--- src/rtl/thread_group_sequencer.sv ---
// Splits one instruction into 1, 2 or 4 thread-group beats for the threads mask decoder.
// Optional SKIP_IDLE_GROUPS_EN: groups whose predicate bits are all zero are not issued.
module thread_group_sequencer #(
    parameter int INSTR_W = 32
) (
    input  logic               clk,
    input  logic               rst,
    input  logic               in_valid,
    output logic               in_ready,
    input  logic [INSTR_W-1:0] in_instr,
    input  logic [1:0]         in_mode,
    input  logic [7:0]         in_pred,
    output logic               out_valid,
    input  logic               out_ready,
    output logic [INSTR_W-1:0] out_instr,
    output logic [3:0]         out_threads_mask,
    output logic               out_last,
    output logic               busy
);

    typedef enum logic {IDLE, ISSUE} state_t;

    state_t             state_q, state_d;
    logic [1:0]         idx_q, idx_d;
    logic [1:0]         mode_q, mode_d;
    logic [7:0]         pred_q, pred_d;
    logic [INSTR_W-1:0] instr_q, instr_d;
    logic [3:0]         mask_q, mask_d;
    logic               valid_q, valid_d;
    logic               last_q, last_d;
    logic [2:0]         nxt, later;
    logic [7:0]         pred_in;

`ifdef SKIP_IDLE_GROUPS_EN
    assign pred_in = in_pred;
`else
    // All-ones predicate makes every group of the mode qualify.
    logic unused_pred;
    assign pred_in     = 8'hFF;
    assign unused_pred = ^in_pred;
`endif

    // Group g exists for this mode and has at least one live thread; g >= group count is never ok.
    function automatic logic group_ok(input logic [1:0] mode, input logic [7:0] pred,
                                      input logic [2:0] g);
        group_ok = 1'b0;
        case (mode)
            2'b01: begin
                case (g)
                    3'd0:    group_ok = |pred[3:0];
                    3'd1:    group_ok = |pred[7:4];
                    default: group_ok = 1'b0;
                endcase
            end
            2'b10: begin
                case (g)
                    3'd0:    group_ok = |pred[1:0];
                    3'd1:    group_ok = |pred[3:2];
                    3'd2:    group_ok = |pred[5:4];
                    3'd3:    group_ok = |pred[7:6];
                    default: group_ok = 1'b0;
                endcase
            end
            default: group_ok = (g == 3'd0) && (|pred);
        endcase
    endfunction

    // Lowest qualifying group index >= start, or 4 when none remain.
    function automatic logic [2:0] first_from(input logic [1:0] mode, input logic [7:0] pred,
                                              input logic [2:0] start);
        first_from = 3'd4;
        for (int i = 3; i >= 0; i--) begin
            if (3'(i) >= start && group_ok(mode, pred, 3'(i)))
                first_from = 3'(i);
        end
    endfunction

    function automatic logic [3:0] mask_of(input logic [1:0] mode, input logic [1:0] g);
        case (mode)
            2'b01:   mask_of = g[0] ? 4'b1010 : 4'b1000;
            2'b10:   mask_of = {2'b11, g};
            default: mask_of = 4'b0000;
        endcase
    endfunction

    always_ff @(posedge clk or posedge rst) begin
        if (rst) begin
            state_q <= IDLE;
            idx_q   <= 2'd0;
            mode_q  <= 2'd0;
            pred_q  <= 8'd0;
            instr_q <= '0;
            mask_q  <= 4'b0000;
            valid_q <= 1'b0;
            last_q  <= 1'b0;
        end else begin
            state_q <= state_d;
            idx_q   <= idx_d;
            mode_q  <= mode_d;
            pred_q  <= pred_d;
            instr_q <= instr_d;
            mask_q  <= mask_d;
            valid_q <= valid_d;
            last_q  <= last_d;
        end
    end

    always_comb begin
        state_d = state_q;
        idx_d   = idx_q;
        mode_d  = mode_q;
        pred_d  = pred_q;
        instr_d = instr_q;
        mask_d  = mask_q;
        valid_d = valid_q;
        last_d  = last_q;
        nxt     = 3'd4;
        later   = 3'd4;
        case (state_q)
            IDLE: begin
                if (in_valid) begin
                    instr_d = in_instr;
                    mode_d  = in_mode;
                    pred_d  = pred_in;
                    state_d = ISSUE;
                    nxt     = first_from(in_mode, pred_in, 3'd0);
                    // No qualifying group: spend one ISSUE cycle with out_valid low, then return.
                    if (nxt != 3'd4) begin
                        later   = first_from(in_mode, pred_in, nxt + 3'd1);
                        idx_d   = nxt[1:0];
                        mask_d  = mask_of(in_mode, nxt[1:0]);
                        valid_d = 1'b1;
                        last_d  = (later == 3'd4);
                    end
                end
            end
            ISSUE: begin
                if (!valid_q) begin
                    state_d = IDLE;
                end else if (out_ready) begin
                    if (last_q) begin
                        state_d = IDLE;
                        valid_d = 1'b0;
                        last_d  = 1'b0;
                    end else begin
                        nxt    = first_from(mode_q, pred_q, {1'b0, idx_q} + 3'd1);
                        later  = first_from(mode_q, pred_q, nxt + 3'd1);
                        idx_d  = nxt[1:0];
                        mask_d = mask_of(mode_q, nxt[1:0]);
                        last_d = (later == 3'd4);
                    end
                end
            end
            default: state_d = IDLE;
        endcase
    end

    assign in_ready         = (state_q == IDLE);
    assign busy             = (state_q != IDLE);
    assign out_valid        = valid_q;
    assign out_instr        = instr_q;
    assign out_threads_mask = mask_q;
    assign out_last         = last_q;

endmodule

--- config.mk ---
export PLATFORM = sky130hd
export DESIGN_NAME = thread_group_sequencer
export DESIGN_NICKNAME = d
export VERILOG_FILES = /design/src/rtl/thread_group_sequencer.sv
export SDC_FILE = /design/constraint.sdc
export NUM_CORES = 1
export LEC_CHECK = 0
export CAP_MARGIN = 20
export CORE_MARGIN = 10
export CORE_UTILIZATION = 41
export CTS_CLUSTER_DIAMETER = 60
export DETAILED_ROUTE_END_ITERATION = 8
export PLACE_DENSITY = 0.89
export SYNTH_ARGS = -nofsm -noshare
export SYNTH_HDL_FRONTEND = slang
export SYNTH_SLANG_ARGS = --single-unit
--- constraint.sdc ---
create_clock -name clk -period 2.4 [get_ports clk]
set_clock_uncertainty 0.15 [all_clocks]
set_input_delay 0.48 -clock clk [delete_from_list [all_inputs] [get_ports clk]]
set_output_delay 0.48 -clock clk [all_outputs]
set_load 0.02 [all_outputs]
Yosys cells after proc, flatten, opt, wreduce, memory -nomap -nowiden:

Cells that the tools add are included.

* bits in registers: 44
* bits in latches: 0
* bits in writable memories: 0
* ROM bits: 0
* bits of input ports: 46
* word-level logic and storage cells: 153
* memories: 0

* add/subtract/negate cells: 3
* $mul: 0
* div/mod/pow operators: 0
* order comparisons: 12
* equal/unequal tests: 12
* shift-type cells: 0
* multiplexer cells: 93
* bitwise operators: 1
* reduce and logical (&&, ||, !) cells: 24

Operators by type and width (number)
* $mux W3: 28
* $mux W1: 44
* $pmux W4 S2: 3
* $mux W4: 5
* $ge A1 B3 Y1 const A: 6
* $ge A2 B3 Y1 const A: 6
* $mux W2: 7
* $logic_and A1 B1 Y1: 12
* $pmux W1 S2: 5
* $reduce_or A2 Y1: 5
* $reduce_or A4 Y1: 2
* $reduce_or A8 Y1: 1
* $add A3 B1 Y3 const B: 2
* $eq A3 B3 Y1 const B: 2
* $ne A2 B2 Y1 const B: 3
* $reduce_and A5 Y1: 1
* $eq A2 B1 Y1 const B: 2
* $eq A2 B2 Y1 const B: 2
* $ne A2 B1 Y1 const B: 2
* $pmux W2 S2: 1
* $reduce_and A2 Y1: 2
* $reduce_and A4 Y1: 1
* $add A2 B1 Y3 const B: 1
* $ne A3 B3 Y1 const B: 1
* $not A1 Y1: 1

Logic depth before layout (Yosys ltp):

Gate-level depths: netlist of the first run.

* word-level depth: 31
* depth in mapped cells: 11
* gate-level depth less buffers: 11

Worst setup path before layout of the first run:

No wires, ideal clock.

* path type: reg2reg
* start point: register mode_q[0]
* end point: register last_q, in the netlist out_last
* library setup time: 0.078 ns
* arrival: 1.826 ns
* required time: 2.172 ns
* setup slack: 0.346 ns
* cell stages (with the launch flop): 12
* buffers on the path: 0
* cell sequence: dfrtp_1 > inv_1 > ha_1 > nor3_1 > a21oi_1 > nand3_1 > inv_1 > ha_1 > nor2_1 > o311ai_0 > a21oi_1 > a21oi_1

* word-level cells in the longest chain between the ends: 31
* elaborated cells between the ends (all ways): 56
* those cells by class: 1 x add/sub; 4 x order compare; 3 x eq/ne; 40 x mux; 8 x reduce/logical

RTL lines
* start, declared: line 25 `logic [1:0] mode_q, mode_d;`
* start signal, assigned: line 99 `mode_q <= mode_d;`
* $eq A2 B2 Y1: line 47 `case (mode)`
* $mux W1
* $mux W1: line 141 `if (last_q) begin`
* $mux W1: line 140 `end else if (out_ready) begin`
* $mux W1: line 138 `if (!valid_q) begin`
* $mux W1: line 119 `case (state_q)`
* $logic_and A1 B1 Y1: line 73 `if (3'(i) >= start && group_ok(mode, pred, 3'(i)))`
* $mux W3 (4 in series): line 73
* (+12 left out)
* $mux W3 (*): line 140
* $mux W3 (*): line 138
* $mux W3 (*): line 119
* $eq A3 B3 Y1 (*): line 150 `last_d = (later == 3'd4);`
* $mux W1 (*): line 141
* $mux W1 (*): line 140
* $mux W1 (*): line 138
* $pmux W1 S2 (*): line 119
* end signal, assigned: line 104 `last_q <= last_d;`
* end, declared: line 30 `logic last_q, last_d;`

Every way passes the cells marked *; elsewhere a longest branch is shown, timed or not. The select of a mux whose other input is x is not followed.
A chain may end at the register's enable or synchronous reset.

Final worst setup path of the first run:

Ends and elaborated chain as after synthesis.

==> metrics.yaml, run 1 <==
grt_antenna_before_repair: 0
power_frac_comb: 0.534
fmax_mhz: 450
clkTransAtPathRegs_ps: 80
slew_headroom: 0.660
clk_latency_ps: 290
critPathArrivalTime_ps: 2280
syn_area_sq_um: 1870
coreArea_sq_um: 4380
cts-htree-levels: 2
maxCapViolations: 0
clockBufferDepth: 2
setup_viol: 0
rsz0062_at_grt: "no"
power.density_nw_per_um2: 1320
hold_viol_final: 0
switching_share: 0.415
synthCells: 208
ys_ff_latch: 44
grt_max_degree: 30
ir_drop_uv: 645
nets: 341
grt_pass1_vias: 1660
critPathRequiredTime_ps: 2460
synth-adder-area-share: 0.0402
synth_cell_types: 27
crit_family: "adder cells"
slew_viol_final: 0
fp.dieH_um: 87.5
place_area_sq_um: 2710
finalNonFillerCells: 341
postRouteWirelength_um: 4910
via_per_inst: 4.77
cts_tree: "built"
sequentialPowerShare: 0.348
crit_path_frequent_cell: "a21oi_1"
final_common_cell: "nand2_1"
cp_cell_sequence: "inv_1 > ha_1 > nor3_2 > a21oi_1 > nand3_1 > inv_1 > ha_1 > nor2_1 > o311ai_1 > a21oi_1 > a21oi_1"
drtIter0Drc: 35
routedWlPerCell_um: 14.4
fp.dieW_um: 87.5
crit_slowest_cell: "ha_1"
overflow: 0
hpwlAfterDp_um: 3830
postRouteAntennaNets: 0
internal-power_uw: 2170
antennaDiodeCount: 0
dieArea_sq_um: 7660
area_delta_synth_final_pct: 49.8
final_area_sq_um: 2800
power.leakage_uw: 0.00136
route.detailed.drc: 0
yosys.area_share.xor_xnor: 0.00469
tns_ps: 0
clockRootBuffer: "clkbuf_8"
synth-simple-area-share: 0.265
place.gp.congestion: 0.760
drt_first_pass_iters: 4
critPathLaunchType: "flip-flop"
min_path_type: "flip-flop to flip-flop"
grtUsageTotal: 0.132
avgSynthCellArea_sq_um: 8.99
synth_top_family_by_area: "simple AND/OR/NAND/NOR gates"
min_period_over_period: 0.926
cts_buffers: 5
critPathMaxStageDelay_ps: 380
clkPwrFrac: 0.118
synthMuxAreaShare: 0
io_buffer_count: 77
vias: 1627
async_flop_share: 1.00
hold_buffers: 0
ys_seq_area_frac: 0.589
end_kind: "flip-flop"
grt_pass1_wl_um: 8050
start_util: 0.426
tightest_slew_ps: 510
whs_ps: 325
status: "completed"
io_pins: 86
worstSetupPathType: "flip-flop to flip-flop"
rows: 24
p_sw_uw: 1540
layout_common_cells: "103 x nand2_1, 77 x clkdlybuf4s50_1, 44 x dfrtp_1"
critPathBufInv: 2
drive_gt1_frac: 0.0692
ys.flop_type: "dfrtp_1"
post_cts_buffers: 0
synth_edf_count: 0
place_inst: 334
reg2reg_slack_ps: 180
synth_compound_area_frac: 0.0622
finalCriticalPeriod_ps: 2220
synth_fp_nets: 260
yosys_warnings: 0
cp_max_fo: 6
numClockSinks: 44
synth_stat cells, drive strengths merged, types with 2 or more instances:
| library cell | n | area [sq um] |
|---|---|---|
| nor3 | 5 | 25.0 |
| nand2 | 103 | 387 |
| o21ai | 6 | 30.0 |
| inv | 7 | 26.3 |
| nand3 | 6 | 30.0 |
| buf | 4 | 23.8 |
| nor2 | 3 | 11.3 |
| dfrtp | 44 | 1100 |
| nand3b | 2 | 15.0 |
| a221oi | 2 | 17.5 |
| ha | 6 | 75.1 |
| a21oi | 3 | 15.0 |
| clkbuf | 6 | 22.5 |
worst min-delay path: stages, from the launching register on:
cell	delay, ps
dfrtp_1	340
nand2_1	50
nand2_1	50
metal layers:
| metal | routed length [um] | GRT usage | vias to the layer above |
|---|---|---|---|
| li1 | - | - | 819 |
| met2 | 2390 | 0.210 | 51 |
| met4 | 42 | 0.0319 | 0 |
| met5 | 0 | 0 | - |
| met3 | 436 | 0.0674 | 6 |
| met1 | 2030 | 0.154 | 751 |
flip-flops by register name, summed over array words and instances (netlist names):
register / count
out_valid: 1
idx_q: 2
out_last: 1
mode_q: 2
busy: 1
out_threads_mask: 4
out_instr: 32
pred_q: 1
final cells by class:
class / instances / area, sq um
clock inverter: 2 / 12.5
fill: 365 / 1580
clock buffer: 5 / 68.8
multi-input combinational: 147 / 703
tap: 52 / 65.1
inverter: 7 / 26.3
sequential: 44 / 1100
timing repair buffer: 84 / 823
timing repair:
item                                    in CTS  in global routing
endpoints found under the hold margin        0                  0
gates resized for setup                      0                  2
endpoints found under the setup margin       0                  1
power groups by stage:
stage / clock network (uW) / logic (uW) / registers [uW]
after CTS: 453 / 2000 / 1290
after floorplan: 0 / 694 / 1660
after global placement: 0 / 1940 / 1280
final: 436 / 1980 / 1290
after global routing: 494 / 2190 / 1340
after detailed placement: 0 / 2000 / 1300
worst paths after layout:
check / from / end / cells past startpoint
worst min register to register: out_instr[21] / out_instr[21] / 2
worst max register to register: mode_q[0] / out_last / 11
max in group asynchronous: rst / out_instr[9] / 3
worst max-delay path: mode_q[0] / out_last / 11
min in group asynchronous: rst / out_instr[0] / 2
worst min-delay path: out_instr[21] / out_instr[21] / 2
stage by stage:
step	total power, uW	worst slack, ps	utilization
floorplan	2350	346	-
global placement	3220	242	0.619
detailed placement	3300	83.8	0.619
CTS	3750	77.0	0.638
global route	4020	16.6	0.639
finish	3700	177	0.639
kinds of logic (layout without fill, tap and decap cells):
| kind of cell | Yosys count | after routing |
|---|---|---|
| xor+xnor | 1 | 1 |
| simple gates | 123 | 123 |
| buf+inv | 17 | 98 |
| flops | 44 | 44 |
| fa+ha+maj | 6 | 6 |
| compound gates | 17 | 17 |
No activity file was read; power rests on OpenSTA's default activity.
==> run 2, diff against run 1 <==
--- a/config.mk
+++ b/config.mk
@@ -11,6 +11,7 @@
 export CTS_CLUSTER_DIAMETER = 60
 export DETAILED_ROUTE_END_ITERATION = 8
 export PLACE_DENSITY = 0.89
+export REMOVE_ABC_BUFFERS = 1
 export SYNTH_ARGS = -nofsm -noshare
 export SYNTH_HDL_FRONTEND = slang
 export SYNTH_SLANG_ARGS = --single-unit
==> run 2 against run 1 <==
Compared with the run above:
- combinational power increased by 4%
- routed wire length increased by 5.2%
- sequential cell count unchanged
- largest cell class unchanged
- highest routed layer unchanged
==> metrics.yaml, run 2 (synthesis gave the netlist of run 1 again) <==
hpwlAfterDp_um: 3910  # +2.2%
place_inst: 334  # unchanged
ir_drop_uv: 821  # +27%
min_period_over_period: 0.905  # -0.0212
hold_viol_final: 0  # unchanged
slew_headroom: 0.471  # -0.188
critPathMaxStageDelay_ps: 400  # +20 ps
finalNonFillerCells: 342  # +0.29%
cp_cell_sequence: "inv_2 > ha_4 > nor3_4 > a21oi_1 > nand3_1 > inv_1 > ha_1 > nor2_1 > o311ai_1 > a21oi_1 > a21oi_1"
nFillCells: 396  # +8.5%
nets: 341  # unchanged
drive_gt1_frac: 0.0690  # -0.000239
antennaDiodeCount: 0  # unchanged
postRouteWirelength_um: 5160  # +5.2%
io_buffer_count: 77  # unchanged
critPathLaunch: "mode_q[0]"
maxCapViolations: 0  # unchanged
finalCriticalPeriod_ps: 2170  # -51.0 ps
cts_buffers: 5  # unchanged
vias: 1641  # +0.86%
power.leakage_uw: 0.00136  # about the same
drtIter0Drc: 74  # +110%
rsz0062_at_grt: "no"
worstSetupPathType: "flip-flop to flip-flop"
grt_pass1_wl_um: 8160  # +1.3%
tightest_slew_ps: 788  # +278 ps
cp_max_fo: 6  # unchanged
cts_tree: "built"
place_ws_ps: 17.3  # -66.5 ps
grt_max_degree: 26  # -13%
cp_num_cells: 11  # unchanged
via_per_inst: 4.80  # +0.57%
rows: 24  # unchanged
power.density_nw_per_um2: 1350  # +2.0%
final_common_cell: "nand2_1"
timing.final.ws_setup_ps: 228  # +51.0 ps
grt_pass1_vias: 1658  # -0.12%
clk_latency_ps: 290  # about the same
whs_ps: 326  # +1.38 ps
largest_reg_flops: 32  # unchanged
critPathLaunchType: "flip-flop"
place.gp.congestion: 0.817  # +7.5%
crit_slowest_cell: "dfrtp_1"
clockBufferDepth: 2  # unchanged
postRouteAntennaNets: 0  # unchanged
critPathRequiredTime_ps: 2470  # about the same
status: "completed"
dieArea_sq_um: 7660  # unchanged
slew_viol_final: 0  # unchanged
grtUsageTotal: 0.133  # +0.000961
hold_buffers: 0  # unchanged
critPathBufInv: 2  # unchanged
routedWlPerCell_um: 15.1  # +4.9%
grt_antenna_before_repair: 0  # unchanged
tns_ps: 0  # unchanged
area_delta_synth_final_pct: 51.3
crit_family: "compound AO/OA/AOI/OAI gates"
cts-htree-levels: 2  # unchanged
clkTransAtPathRegs_ps: 80  # about the same
setup_viol: 0  # unchanged
route.detailed.drc: 0  # unchanged
fmax_mhz: 460  # +2.3%
multi_input_area_sq_um: 722  # +2.7%
reg2reg_to: "out_last"
layout_common_cells: "103 x nand2_1, 77 x clkdlybuf4s50_1, 44 x dfrtp_1"
critPathArrivalTime_ps: 2240  # -40 ps
regArea_sq_um: 1100  # unchanged
drt_first_pass_iters: 4  # unchanged
end_kind: "flip-flop"
r2r-start: "mode_q[0]"
io_pins: 86  # unchanged
fp.dieH_um: 87.5  # unchanged
crit_path_frequent_cell: "a21oi_1"
overflow: 0  # unchanged
start_util: 0.426  # unchanged
coreArea_sq_um: 4380  # unchanged
cts_resized: 0  # unchanged
clockRootBuffer: "clkbuf_8"
endpoint: "out_last"
post_cts_buffers: 0  # unchanged
reg2regPathDepth: 11  # unchanged
min_path_type: "flip-flop to flip-flop"
reg2reg_slack_ps: 230  # +50 ps
numClockSinks: 44  # unchanged
fp.dieW_um: 87.5  # unchanged
## run 2: cell count changes in the layout (fill, tap and decap cells not counted), sizes merged
cell      previous run  this run
clkbuf               5         8
clkinvlp             1         0
inv                  7         6
## run 2: per-stage QoR
step	area [sq um]	utilization	total power, uW
finish	2830	0.645	3820
global placement	2710	0.619	3230
CTS	2800	0.640	3780
floorplan	1820	-	2320
detailed placement	2710	0.619	3310
global route	2830	0.645	4120
## run 2: metal layers
metal / vias up / track usage / wire length [um]
li1: 820 / - / -
met1: 767 / 0.156 / 2180
met2: 47 / 0.216 / 2500
met3: 7 / 0.0590 / 433
met4: 0 / 0.0348 / 43
met5: - / 0 / 0
## run 2: worst reg2reg max path, delay by kind of cell (launching register included)
family | cells | cell delay [ps]
simple gates | 3 | 310
buf+inv | 2 | 170
flops | 1 | 400
compound gates | 4 | 560
fa+ha+maj | 2 | 510
## run 2: worst min path at each step
stage                        startpoint            end  depth (start not counted)
after floorplan               pred_q[0]      pred_q[0]                          1
after global placement     out_instr[9]   out_instr[9]                          2
after detailed placement  out_instr[25]  out_instr[25]                          2
after CTS                  out_instr[6]   out_instr[6]                          2
after global routing      out_instr[17]  out_instr[17]                          2
final                      out_instr[6]   out_instr[6]                          2
## run 2: layout make-up
cell class | count | share of cell area
flip-flops and latches | 44 | 0.389
repair buffers | 84 | 0.291
multi-input cells | 147 | 0.255
clock buffers | 8 | 0.0319
well taps | 52 | 0.0230
inverters | 7 | 0.00929
## run 2: power breakdown
part | switching, uW | internal [uW]
clock | 236 | 235
sequential | 226 | 1070
combinational | 1110 | 939
